File: src/rtl/mem_stage_sram_if.sv
// Memory-access stage of the LoongArch pipeline.
// Latches one instruction from EX, issues at most one sram-like data access
// (req/addr_ok/data_ok), and holds the instruction until its response returns.
// Responses whose instruction was flushed are drained and discarded.
module mem_stage_sram_if #(
  parameter int ADDR_W = 32
) (
  input  logic              clk,
  input  logic              rst,
  input  logic              ex_to_mem_valid,
  output logic              mem_allowin,
  input  logic              ex_is_load,
  input  logic              ex_is_store,
  input  logic [1:0]        ex_size,
  input  logic [ADDR_W-1:0] ex_addr,
  input  logic [31:0]       ex_wdata,
  input  logic              ex_has_ex,
  input  logic              flush,
  output logic              mem_valid,
  output logic              mem_ready_go,
  output logic [31:0]       mem_dram_rdata,
  output logic              data_sram_req,
  output logic              data_sram_wr,
  output logic [1:0]        data_sram_size,
  output logic [3:0]        data_sram_wstrb,
  output logic [ADDR_W-1:0] data_sram_addr,
  output logic [31:0]       data_sram_wdata,
  input  logic              data_sram_addr_ok,
  input  logic              data_sram_data_ok,
  input  logic [31:0]       data_sram_rdata
);

  typedef enum logic [1:0] {
    S_IDLE  = 2'd0,
    S_REQ   = 2'd1,
    S_RESP  = 2'd2,
    S_DRAIN = 2'd3
  } state_t;

  state_t            state_r;
  logic              mem_valid_r;
  logic              is_load_r;
  logic              is_store_r;
  logic              has_ex_r;
  logic [1:0]        size_r;
  logic [ADDR_W-1:0] addr_r;
  logic [31:0]       wdata_r;

  logic              ready_go_s;
  logic              allowin_s;
  logic              latch_s;
  logic              mem_op_s;
  logic              req_s;
  logic [3:0]        wstrb_s;
  logic [31:0]       lane_wdata_s;
  logic [31:0]       dram_rdata_s;

  // Byte strobes for a store of the given size at the given low address bits.
  function automatic logic [3:0] calc_wstrb(input logic [1:0] size, input logic [1:0] addr_lo);
    logic [3:0] strb;
    case (size)
      2'd0:    strb = 4'b0001 << addr_lo;
      2'd1:    strb = addr_lo[1] ? 4'b1100 : 4'b0011;
      default: strb = 4'b1111;
    endcase
    return strb;
  endfunction

  // Replicate right-aligned store data across every lane it may land on.
  function automatic logic [31:0] calc_lane_wdata(input logic [1:0] size, input logic [31:0] data);
    logic [31:0] lanes;
    case (size)
      2'd0:    lanes = {4{data[7:0]}};
      2'd1:    lanes = {2{data[15:0]}};
      default: lanes = data;
    endcase
    return lanes;
  endfunction

  // Only real, exception-free memory instructions start an access.
  assign mem_op_s = (ex_is_load || ex_is_store) && !ex_has_ex;
  assign latch_s  = ex_to_mem_valid && allowin_s && !flush;

  // Handshake-facing combinational decode of the current state.
  always_comb begin
    ready_go_s   = 1'b0;
    req_s        = 1'b0;
    dram_rdata_s = 32'd0;
    case (state_r)
      S_IDLE: begin
        ready_go_s = mem_valid_r;
      end
      S_REQ: begin
        // Withdrawn in the flush cycle so no acceptance can coincide with flush.
        req_s = !flush;
      end
      S_RESP: begin
        ready_go_s = data_sram_data_ok;
        if (data_sram_data_ok && is_load_r && !has_ex_r) begin
          dram_rdata_s = data_sram_rdata;
        end else begin
          dram_rdata_s = 32'd0;
        end
      end
      S_DRAIN: begin
        ready_go_s = 1'b0;
      end
      default: begin
        ready_go_s = 1'b0;
      end
    endcase
  end

  assign allowin_s = (state_r != S_DRAIN) && (!mem_valid_r || ready_go_s);

  // Request fields come only from latched values so they hold while req is up.
  always_comb begin
    if (is_store_r) begin
      wstrb_s = calc_wstrb(size_r, addr_r[1:0]);
    end else begin
      wstrb_s = 4'b0000;
    end
    lane_wdata_s = calc_lane_wdata(size_r, wdata_r);
  end

  // Instruction latch, valid tracking and access state machine.
  always_ff @(posedge clk) begin
    if (rst) begin
      state_r     <= S_IDLE;
      mem_valid_r <= 1'b0;
      is_load_r   <= 1'b0;
      is_store_r  <= 1'b0;
      has_ex_r    <= 1'b0;
      size_r      <= 2'd0;
      addr_r      <= '0;
      wdata_r     <= 32'd0;
    end else if (flush) begin
      mem_valid_r <= 1'b0;
      case (state_r)
        S_REQ:   state_r <= S_IDLE;
        S_RESP:  state_r <= data_sram_data_ok ? S_IDLE : S_DRAIN;
        S_DRAIN: state_r <= data_sram_data_ok ? S_IDLE : S_DRAIN;
        default: state_r <= S_IDLE;
      endcase
    end else if (latch_s) begin
      mem_valid_r <= 1'b1;
      is_load_r   <= ex_is_load;
      is_store_r  <= ex_is_store;
      has_ex_r    <= ex_has_ex;
      size_r      <= ex_size;
      addr_r      <= ex_addr;
      wdata_r     <= ex_wdata;
      state_r     <= mem_op_s ? S_REQ : S_IDLE;
    end else begin
      if (allowin_s && !ex_to_mem_valid) begin
        mem_valid_r <= 1'b0;
      end
      case (state_r)
        S_IDLE:  state_r <= S_IDLE;
        S_REQ:   state_r <= (req_s && data_sram_addr_ok) ? S_RESP : S_REQ;
        S_RESP:  state_r <= data_sram_data_ok ? S_IDLE : S_RESP;
        S_DRAIN: state_r <= data_sram_data_ok ? S_IDLE : S_DRAIN;
        default: state_r <= S_IDLE;
      endcase
    end
  end

  assign mem_allowin     = allowin_s;
  assign mem_valid       = mem_valid_r;
  assign mem_ready_go    = ready_go_s;
  assign mem_dram_rdata  = dram_rdata_s;
  assign data_sram_req   = req_s;
  assign data_sram_wr    = is_store_r;
  assign data_sram_size  = size_r;
  assign data_sram_wstrb = wstrb_s;
  assign data_sram_addr  = addr_r;
  assign data_sram_wdata = lane_wdata_s;

endmodule

File: config.mk
export PLATFORM = sky130hd
export DESIGN_NAME = mem_stage_sram_if
export DESIGN_NICKNAME = d
export VERILOG_FILES = /design/src/rtl/mem_stage_sram_if.sv
export SDC_FILE = /design/constraint.sdc
export NUM_CORES = 1
export LEC_CHECK = 0
export BUFFER_PORTS_ARGS = -buffer_cell sky130_fd_sc_hd__clkbuf_2
export CORE_MARGIN = 10
export CORE_UTILIZATION = 32
export DETAILED_ROUTE_END_ITERATION = 16
export PLACE_DENSITY_LB_ADDON = 0.1
export SYNTH_ARGS = -nofsm -noshare
export SYNTH_HDL_FRONTEND = slang
export SYNTH_SLANG_ARGS = --single-unit
File: constraint.sdc
create_clock -name clk -period 2.15 [get_ports clk]
set_input_delay 0.3225 -clock clk [delete_from_list [all_inputs] [get_ports clk]]
set_output_delay 0.3225 -clock clk [all_outputs]
set_load 0.005 [all_outputs]
* After elaboration in Yosys (flattened, before gate mapping)
Index checks and enable logic that the tools add are counted.
** Word-level totals
- Output and inout bits :: 107
- Logic and storage cells :: 54
- Flip-flop bits (word level) :: 72
- Bits of input ports :: 107
** Operators by class
- Eq/ne operators :: 5
- Bitwise gates (word level) :: 1
- Multiplexer cells :: 18
- Shift-type cells :: 1
- Reduce and logical (&&, ||, !) cells :: 21
** Operators with widths (number)
- $mux 32 :: 2
- $pmux 32 s2 :: 1
- $mux 2 :: 6
- $logic_and 1x1->1 :: 8
- $mux 4 :: 2
- $pmux 2 s4 :: 1
- $pmux 4 s2 :: 1
- $logic_not 1->1 :: 5
- $eq 2x1->1 const B :: 2
- $eq 2x2->1 const B :: 2
- $logic_not 2->1 :: 2
- $mux 1 :: 4
- $reduce_or 2->1 :: 2
- $shl 1x2->4 const A :: 1
- $logic_or 1x1->1 :: 2
- $ne 2x2->1 const B :: 1
- $pmux 1 s2 :: 1
- $reduce_and 2->1 :: 1
- $reduce_bool 2->1 :: 1
- $not 1->1 :: 1

* Depth between registers and ports, before layout
Gate-level depths: netlist of run 1.
- Depth in word-level cells :: 8
- Gate-level depth with buffers :: 8
- Mapped depth without buffers :: 4

* Worst setup path after synthesis of run 1
No wires, ideal clock.
- Path type :: reg2reg
- Start point :: reg mem_valid_r, in the netlist mem_valid
- End point :: reg wdata_r[12]
- Slack :: 0.452 ns
- Required time :: 2.018 ns
- Path buffers :: 3
- Arrival :: 1.565 ns
- Clock period less this slack :: 1.698 ns
- Stages on the path, launching flop included :: 8
- Library setup time :: 0.132 ns
- Cell sequence :: dfxtp_1 > o21a_1 > a2111o_1 > buf_2 > buf_2 > buf_2 > nand2_1 > a21oi_1
** Between the ends
- Word-level cells in the longest chain between the ends :: 6
- Elaborated cells between the ends (all ways) :: 7
** RTL lines
- start, declared :: line 41 : logic mem_valid_r;
- start signal, assigned :: line 130 : mem_valid_r <= 1'b0;
- start signal, assigned :: line 138 : mem_valid_r <= 1'b0;
- start signal, assigned :: line 146 : mem_valid_r <= 1'b1;
- $pmux 1 s2 / $logic_not 1->1 (equally long branches) :: line 89, 114
- $logic_or 1x1->1 (*) :: line 114 : assign allowin_s = (state_r != S_DRAIN) && (!mem_valid_r || ready_go_s);
- $logic_and 1x1->1 (*) :: line 114
- $logic_and 1x1->1 (*) (2 in a row) :: line 82 : assign latch_s = ex_to_mem_valid && allowin_s && !flush;
- $reduce_and 2->1 (no line) (*)
- end signal, assigned :: line 152 : wdata_r <= ex_wdata;
- end, declared :: line 47 : logic [31:0] wdata_r;
Every way passes the cells marked *; elsewhere a longest branch is shown, timed or not.
A chain may end at the register's enable or synchronous reset.

* Final worst setup path of run 1
- Start point :: reg state_r[1]
- End point :: out mem_dram_rdata[20]
** Between the ends
- Word-level cells in the longest chain between the ends :: 2
** RTL lines
- start, declared :: line 40 : state_t state_r;
- start signal, assigned :: line 141 : S_RESP: state_r <= data_sram_data_ok ? S_IDLE : S_DRAIN;
- start signal, assigned :: line 142 : S_DRAIN: state_r <= data_sram_data_ok ? S_IDLE : S_DRAIN;
- start signal, assigned :: line 153 : state_r <= mem_op_s ? S_REQ : S_IDLE;
- $eq 2x2->1 :: line 89 : case (state_r)
- $mux 32 :: line 89
- end, declared :: line 21 : output logic [31:0] mem_dram_rdata,
Every way passes these cells.

==> impl_results.md, run 1 <==
* DR vias/cell at between 4 and 5
* Cells after synthesis at approximately 430
* Number of hold-slack violations in the final timing report at 0
* Maximum number of pins on one net before global-route repair at 71
* Number of max-slew violations in the final report at 0
* DRC Markers at 0
* Clk root buf: clkbuf_8
* GRT Resource Usage Total at 0.152
* Iteration count of the initial detailed-routing pass at 4
* Crit path time final at roughly 2.0 ns
* Final routed wire length divided by cell count at roughly 16 um
* Effective utilization at floorplan at 0.325
* Share of final-layout standard cells stronger than drive strength 1 at 0.414
* Transition at the pin with the smallest max-transition slack at between 0.5 and 0.6 ns
* N_diodes at 0
* Final core utilization at 0.457
* Growth of design area from synthesis to finish at 40.8%
* Overall via count from detail_route at between 3k and 4k
* Synthesized cell area at roughly 3300 um2
* Worst R2R Start: state_r[1]$_SDFF_PP0_
* Vias in the first global route at between 3k and 4k
* Startpoint type of the worst setup path: register
* Maximum level of the CTS H-tree at 3
* Mean instance size in the synthesized netlist at just under 8 um2
* Overall routed net length at 11900 um
* Nets in the synthesized netlist at 534
* Weighted congestion at the end of routability-driven global placement at roughly 0.83
* Worst-case vdd ir drop at a little under 0.3 mV
* Detailed router's first-iteration violation count at about 170
* Status: complete, no violations
* Post-place setup slack at ~0.29 ns
* TritonCTS clock tree: yes
* Sequential-to-total area share from yosys stat at 0.434
* Warnings, synthesis at 0
* Total congestion overflow after global routing at 0
* Core Region at approximately 10000 um2
* Total of flip-flops plus latches after synthesis at between 70 and 80
* Worst setup slack after layout at ~0.14 ns
* Startpoint of the most critical setup path: state_r[1]$_SDFF_PP0_
* Required time of the critical path at 1.83 ns
* Post-CTS clock slew at the launch and capture registers of the worst setup and hold paths at roughly 0.080 ns
* Total I/O pin count at 214
* Total die area at between 10000 and 15000 um2
* Post-DRT Antenna Nets at 0
* Highest achievable clock rate at around 500 MHz
* R2R Setup Slk at roughly 0.27 ns
* Total leakage power at 2.22 nW
* Standard cell area after detailed placement at approximately 4400 um2
* CTS Sinks at 72
* Most common library cell in the layout ignoring fill and taps: clkbuf_2
* Sum of negative setup slack at 0 ns
* Die outline height at 122 um
* Wire length of the first global-routing pass at between 15000 and 20000 um
* Fin area at approximately 4700 um2
* Arrival time of data at the critical path endpoint at between 1.5 and 2 ns
* Endpoint type of the worst setup path: output port
* Total power density per cell area at 673 nW/um2
* Total number of placement rows at 37
* Post-CTS Repair Setup Buffers at 0
* Highest-count cells in the layout ignoring fill and taps: 213 x clkbuf_2, 149 x nand2_1, 72 x dfxtp_1
* Path class of the lowest-slack min-delay path: input pin to register
* Ratio of final minimum period to clock period at 0.936
* CTS max path bufs at 2
* Insertion delay of the later-clocked pin in the worst-skew pair at 0.34 ns
* Total of endpoints with negative setup slack in the final report at 0
* Remaining max-slew budget at the tightest pin at 0.613
* Number of CTS-inserted buffers at 9
* Start point of the worst hold path: ex_addr[27]
* Number of max-capacitance violations reported at 0
* Worst setup path class: register to output port
* Die Span X at ~120 um
* Largest clock skew in the final design at approximately 0.0063 ns
* Detailed Place HPWL at about 9100 um
* Antenna violations before repair at 0
* Maximum net fanout on the critical path at 32
* Count of different cell masters after synthesis at 28
* Input/output buffers at ~210
* Post-layout nets at roughly 730
==> cell type report <==
| type | count | area (um2) |
|---|---|---|
| Fill cell | 1097 | 5560 |
| Clock inverter | 6 | 115 |
| Clock buffer | 10 | 128 |
| Timing Repair Buffer | 222 | 1170 |
| Inverter | 2 | 7.51 |
| Multi-Input combinational cell | 314 | 1640 |
| Sequential cell | 72 | 1440 |
| Tap cell | 136 | 170 |
==> layer usage <==
metal | up-vias | routed length (um) | GRT usage
met3 | 5 | 1320 | 0.0708
met2 | 148 | 5740 | 0.253
met1 | 1576 | 4720 | 0.171
li1 | 1773 | - | -
met5 | - | 0 | 0
met4 | 0 | 72 | 0.0425
==> stage by stage <==
| step | instances | hold slack [ns] | power [mW] |
|---|---|---|---|
| floorplan | 427 | 0.401 | 1.67 |
| finish | 762 | 0.193 | 3.15 |
| global placement | 746 | 0.439 | 1.87 |
| detailed placement | 746 | 0.446 | 1.88 |
| CTS | 762 | 0.174 | 3.20 |
| global route | 762 | 0.172 | 3.30 |
==> cells in the mapped netlist <==
master / count / area share
buf_1: 1 / 0.0011
a32oi_1: 1 / 0.0026
and2_1: 32 / 0.060
nor2b_1: 3 / 0.0057
buf_6: 8 / 0.027
a21oi_2: 3 / 0.0079
a2111oi_4: 1 / 0.0083
clkbuf_1: 19 / 0.021
o21ai_0: 9 / 0.014
a21o_1: 1 / 0.0023
inv_1: 2 / 0.0023
o31ai_1: 1 / 0.0023
buf_2: 3 / 0.0045
buf_4: 8 / 0.018
a21oi_1: 71 / 0.11
a2111o_1: 1 / 0.0034
mux2i_1: 8 / 0.024
nor3_1: 1 / 0.0015
nand3b_1: 1 / 0.0023
mux2_2: 16 / 0.054
nor2_1: 7 / 0.0079
nor3b_1: 1 / 0.0023
dfxtp_1: 72 / 0.43
a211oi_1: 1 / 0.0023
nand2_1: 149 / 0.17
nor4b_1: 1 / 0.0026
nand2b_1: 3 / 0.0057
o21a_1: 3 / 0.0068
==> power by group <==
group | switching [mW] | internal, mW | leakage, nW
sequential | 0.0417 | 1.39 | 0.589
clock | 0.528 | 0.780 | 0.117
combinational | 0.205 | 0.198 | 1.51
total | 0.775 | 2.37 | 2.22
==> registers in the layout, summed over array words and instances, names as in the netlist <==
| signal | cells |
|---|---|
| data_sram_wr | 1 |
| wdata_r | 32 |
| is_load_r | 1 |
| data_sram_addr | 32 |
| data_sram_size | 2 |
| state_r | 2 |
| mem_valid | 1 |
| has_ex_r | 1 |
==> timing repair <==
action                     4_1_cts  5_1_grt
hold buffers                     0        0
resized for setup                0        1
setup endpoints to repair        0        6
==> worst max-delay path, stage by stage, from the launching register on <==
cell and delay [ns]:
dfxtp_1 0.42, nand2_1 0.12, nor4b_2 0.26, buf_6 0.24
and2_1 0.18, clkbuf_2 0.13
==> path summary, 6_finish.rpt <==
check | to | depth (start not counted)
min reg2reg | wdata_r[18]$_SDFFE_PP0P_ | 2
max reg2reg | wdata_r[11]$_SDFFE_PP0P_ | 5
min | data_sram_addr[27]$_SDFFE_PP0P_ | 3
max | mem_dram_rdata[20] | 5
==> kinds of logic after synthesis <==
family | count (synthesis) | share of synthesized area
AOI/OAI and AO/OA | 92 | 0.156
buffers and inverters | 41 | 0.0746
DFF | 72 | 0.434
muxes | 24 | 0.0784
and+or+nand+nor | 198 | 0.257
Note: power is estimated with default switching activity, not from simulation.
==> inputs of run 2 (changes only) <==
clock period = 2.4 ns   (was 2.15 ns; I/O delays follow)
==> impl_results.md, run 2 (same netlist as run 1, synthesis figures left out) <==
* Post-DRT Antenna Nets at 0 (unchanged)
* Remaining max-slew budget at the tightest pin at 0.495 (-0.118)
* Arrival time of data at the critical path endpoint at 1.71 ns (+0.02 ns)
* Total number of placement rows at 37 (unchanged)
* Vias in the first global route at 3529 (-0.37%)
* Total I/O pin count at 214 (unchanged)
* Transition at the pin with the smallest max-transition slack at 0.758 ns (+0.178 ns)
* Largest clock skew in the final design at 0.00972 ns (+0.00339 ns)
* Post-CTS Repair Setup Buffers at 0 (unchanged)
* Worst R2R Start: state_r[1]$_SDFF_PP0_
* Standard cell area after detailed placement at 4410 um2 (-0.40%)
* Highest achievable clock rate at between 400 and 500 MHz
* Number of instances resized during post-cts repair at 0 (unchanged)
* Insertion delay of the later-clocked pin in the worst-skew pair at 0.34 ns (about the same)
* Maximum level of the CTS H-tree at 3 (unchanged)
* Startpoint type of the worst setup path: register
* Worst setup path class: register to output port
* Growth of design area from synthesis to finish at 39.4%
* Input/output buffers at 213 (unchanged)
* Ratio of final minimum period to clock period at 0.862
* Number of CTS-inserted buffers at 9 (unchanged)
* Iteration count of the initial detailed-routing pass at 4 (unchanged)
* TritonCTS clock tree: yes
* CTS Sinks at 72 (unchanged)
* Weighted congestion at the end of routability-driven global placement at 0.818 (-1.5%)
* Post-layout nets at 729 (+0.14%)
* Die Span X at 122 um (unchanged)
* Effective utilization at floorplan at 0.325 (unchanged)
* Status: complete, no violations
* Number of cell instances on the worst register-to-register path at 5 (unchanged)
* Number of max-slew violations in the final report at 0 (unchanged)
* Highest-count cells in the layout ignoring fill and taps: 213 x clkbuf_2, 149 x nand2_1, 72 x dfxtp_1
* Endpoint type of the worst setup path: output port
* DRC Markers at 0 (unchanged)
* Overall routed net length at 11900 um (+0.39%)
* Crit path time final at slightly above 2 ns
* Clk root buf: clkbuf_8
* Die outline height at 122 um (unchanged)
* Number of hold-slack violations in the final timing report at 0 (unchanged)
* Wire length of the first global-routing pass at 18300 um (+0.80%)
* Number of max-capacitance violations reported at 0 (unchanged)
* DR vias/cell at 4.60 (+0.13%)
* Total congestion overflow after global routing at 0 (unchanged)
* Total of endpoints with negative setup slack in the final report at 0 (unchanged)
* Core Region at 10200 um2 (unchanged)
* Path class of the lowest-slack min-delay path: input pin to register
* Worst-case vdd ir drop at 0.279 mV (-5.4%)
* Fin area at 4630 um2 (-0.96%)
* RR Endpoint: data_sram_addr[12]$_SDFFE_PP0P_
* Worst setup path end: mem_dram_rdata[12]
* Antenna violations before repair at 0 (unchanged)
* Post-CTS clock slew at the launch and capture registers of the worst setup and hold paths at 0.08 ns (about the same)
* Share of final-layout standard cells stronger than drive strength 1 at 0.416 (+0.00253)
* Final routed wire length divided by cell count at 15.6 um (+0.26%)
* Detailed router's first-iteration violation count at 150 (-11%)
* Layout Cells excl Fill at 763 (+0.13%)
* R2R Setup Slk at 0.53 ns (+0.26 ns)
* Overall via count from detail_route at 3511 (+0.26%)
* Total leakage power at 2.20 nW (-0.57%)
* Maximum number of pins on one net before global-route repair at 44 (-38%)
* Total instance count after detailed placement at 747 (+0.13%)
* GRT Resource Usage Total at 0.154 (+0.00230)
* Detailed Place HPWL at 9240 um (+1.6%)
* Maximum net fanout on the critical path at 32 (unchanged)
* Hold buffer count at CTS at 0 (unchanged)
* Sum of negative setup slack at 0 ns (unchanged)
* Total power density per cell area at 585 nW/um2 (-13%)
* Startpoint of the most critical setup path: state_r[1]$_SDFF_PP0_
* Required time of the critical path at 2.04 ns (+0.21 ns)
* Setup repair after global routing missed its margin: no
* CTS max path bufs at 2 (unchanged)
* N_diodes at 0 (unchanged)
* Total die area at 14900 um2 (unchanged)
* Most common library cell in the layout ignoring fill and taps: clkbuf_2
run 2: cell count changes in the layout (fill, tap and decap cells not counted):
cell | previous run | this run
buf_6 | 1 | 0
clkinv_2 | 0 | 2
inv_6 | 2 | 1
bufinv_16 | 3 | 2
buf_4 | 5 | 9
clkbuf_1 | 1 | 0
clkinv_4 | 0 | 1
buf_12 | 3 | 1
run 2: report_power, final:
part           internal (mW)  total [mW]  switching, mW
Sequential              1.25        1.29         0.0369
Combinational          0.173       0.357          0.183
Clock                  0.587        1.07          0.481
run 2: worst max-delay path, stage by stage (launching register included):
cell and delay, ns:
dfxtp_1 0.42, nand2_1 0.12, nor4b_2 0.22, buf_4 0.28
and2_1 0.19, clkbuf_2 0.13
run 2: worst min path at each step:
stage / from / to / slack, ns / depth (start not counted)
finish: ex_addr[11] / data_sram_addr[11]$_SDFFE_PP0P_ / 0.23 / 3
global route: ex_addr[21] / data_sram_addr[21]$_SDFFE_PP0P_ / 0.21 / 3
CTS: ex_addr[18] / data_sram_addr[18]$_SDFFE_PP0P_ / 0.21 / 3
detailed placement: data_sram_addr[7]$_SDFFE_PP0P_ / data_sram_addr[7]$_SDFFE_PP0P_ / 0.45 / 2
global placement: wdata_r[21]$_SDFFE_PP0P_ / wdata_r[21]$_SDFFE_PP0P_ / 0.44 / 2
floorplan: wdata_r[16]$_SDFFE_PP0P_ / wdata_r[16]$_SDFFE_PP0P_ / 0.43 / 2
run 2: layer usage:
metal	vias up	routed length (um)	global-route usage	share of wire
met2	147	5900	0.264	0.50
met1	1586	4550	0.167	0.38
met5	-	0	0	0
met4	0	80	0.0358	0.0067
li1	1771	-	-	-
met3	7	1370	0.0768	0.12
run 2: layout make-up:
class,instances,area [um2]
Tap cell,136,170
Timing Repair Buffer,223,1150
Clock buffer,9,124
Inverter,2,7.51
Clock inverter,7,95.1
Sequential cell,72,1440
Multi-Input combinational cell,314,1640
Fill cell,1111,5600
run 2: per-stage QoR:
stage	hold slack [ns]	setup slack, ns	utilization	total power, mW
5_1_grt	0.212	0.132	0.453	2.84
3_3_place_gp	0.439	0.614	0.431	1.67
2_1_floorplan	0.433	0.702	-	1.49
6_report	0.227	0.331	0.453	2.71
3_5_place_dp	0.445	0.560	0.431	1.68
4_1_cts	0.208	0.291	0.453	2.75
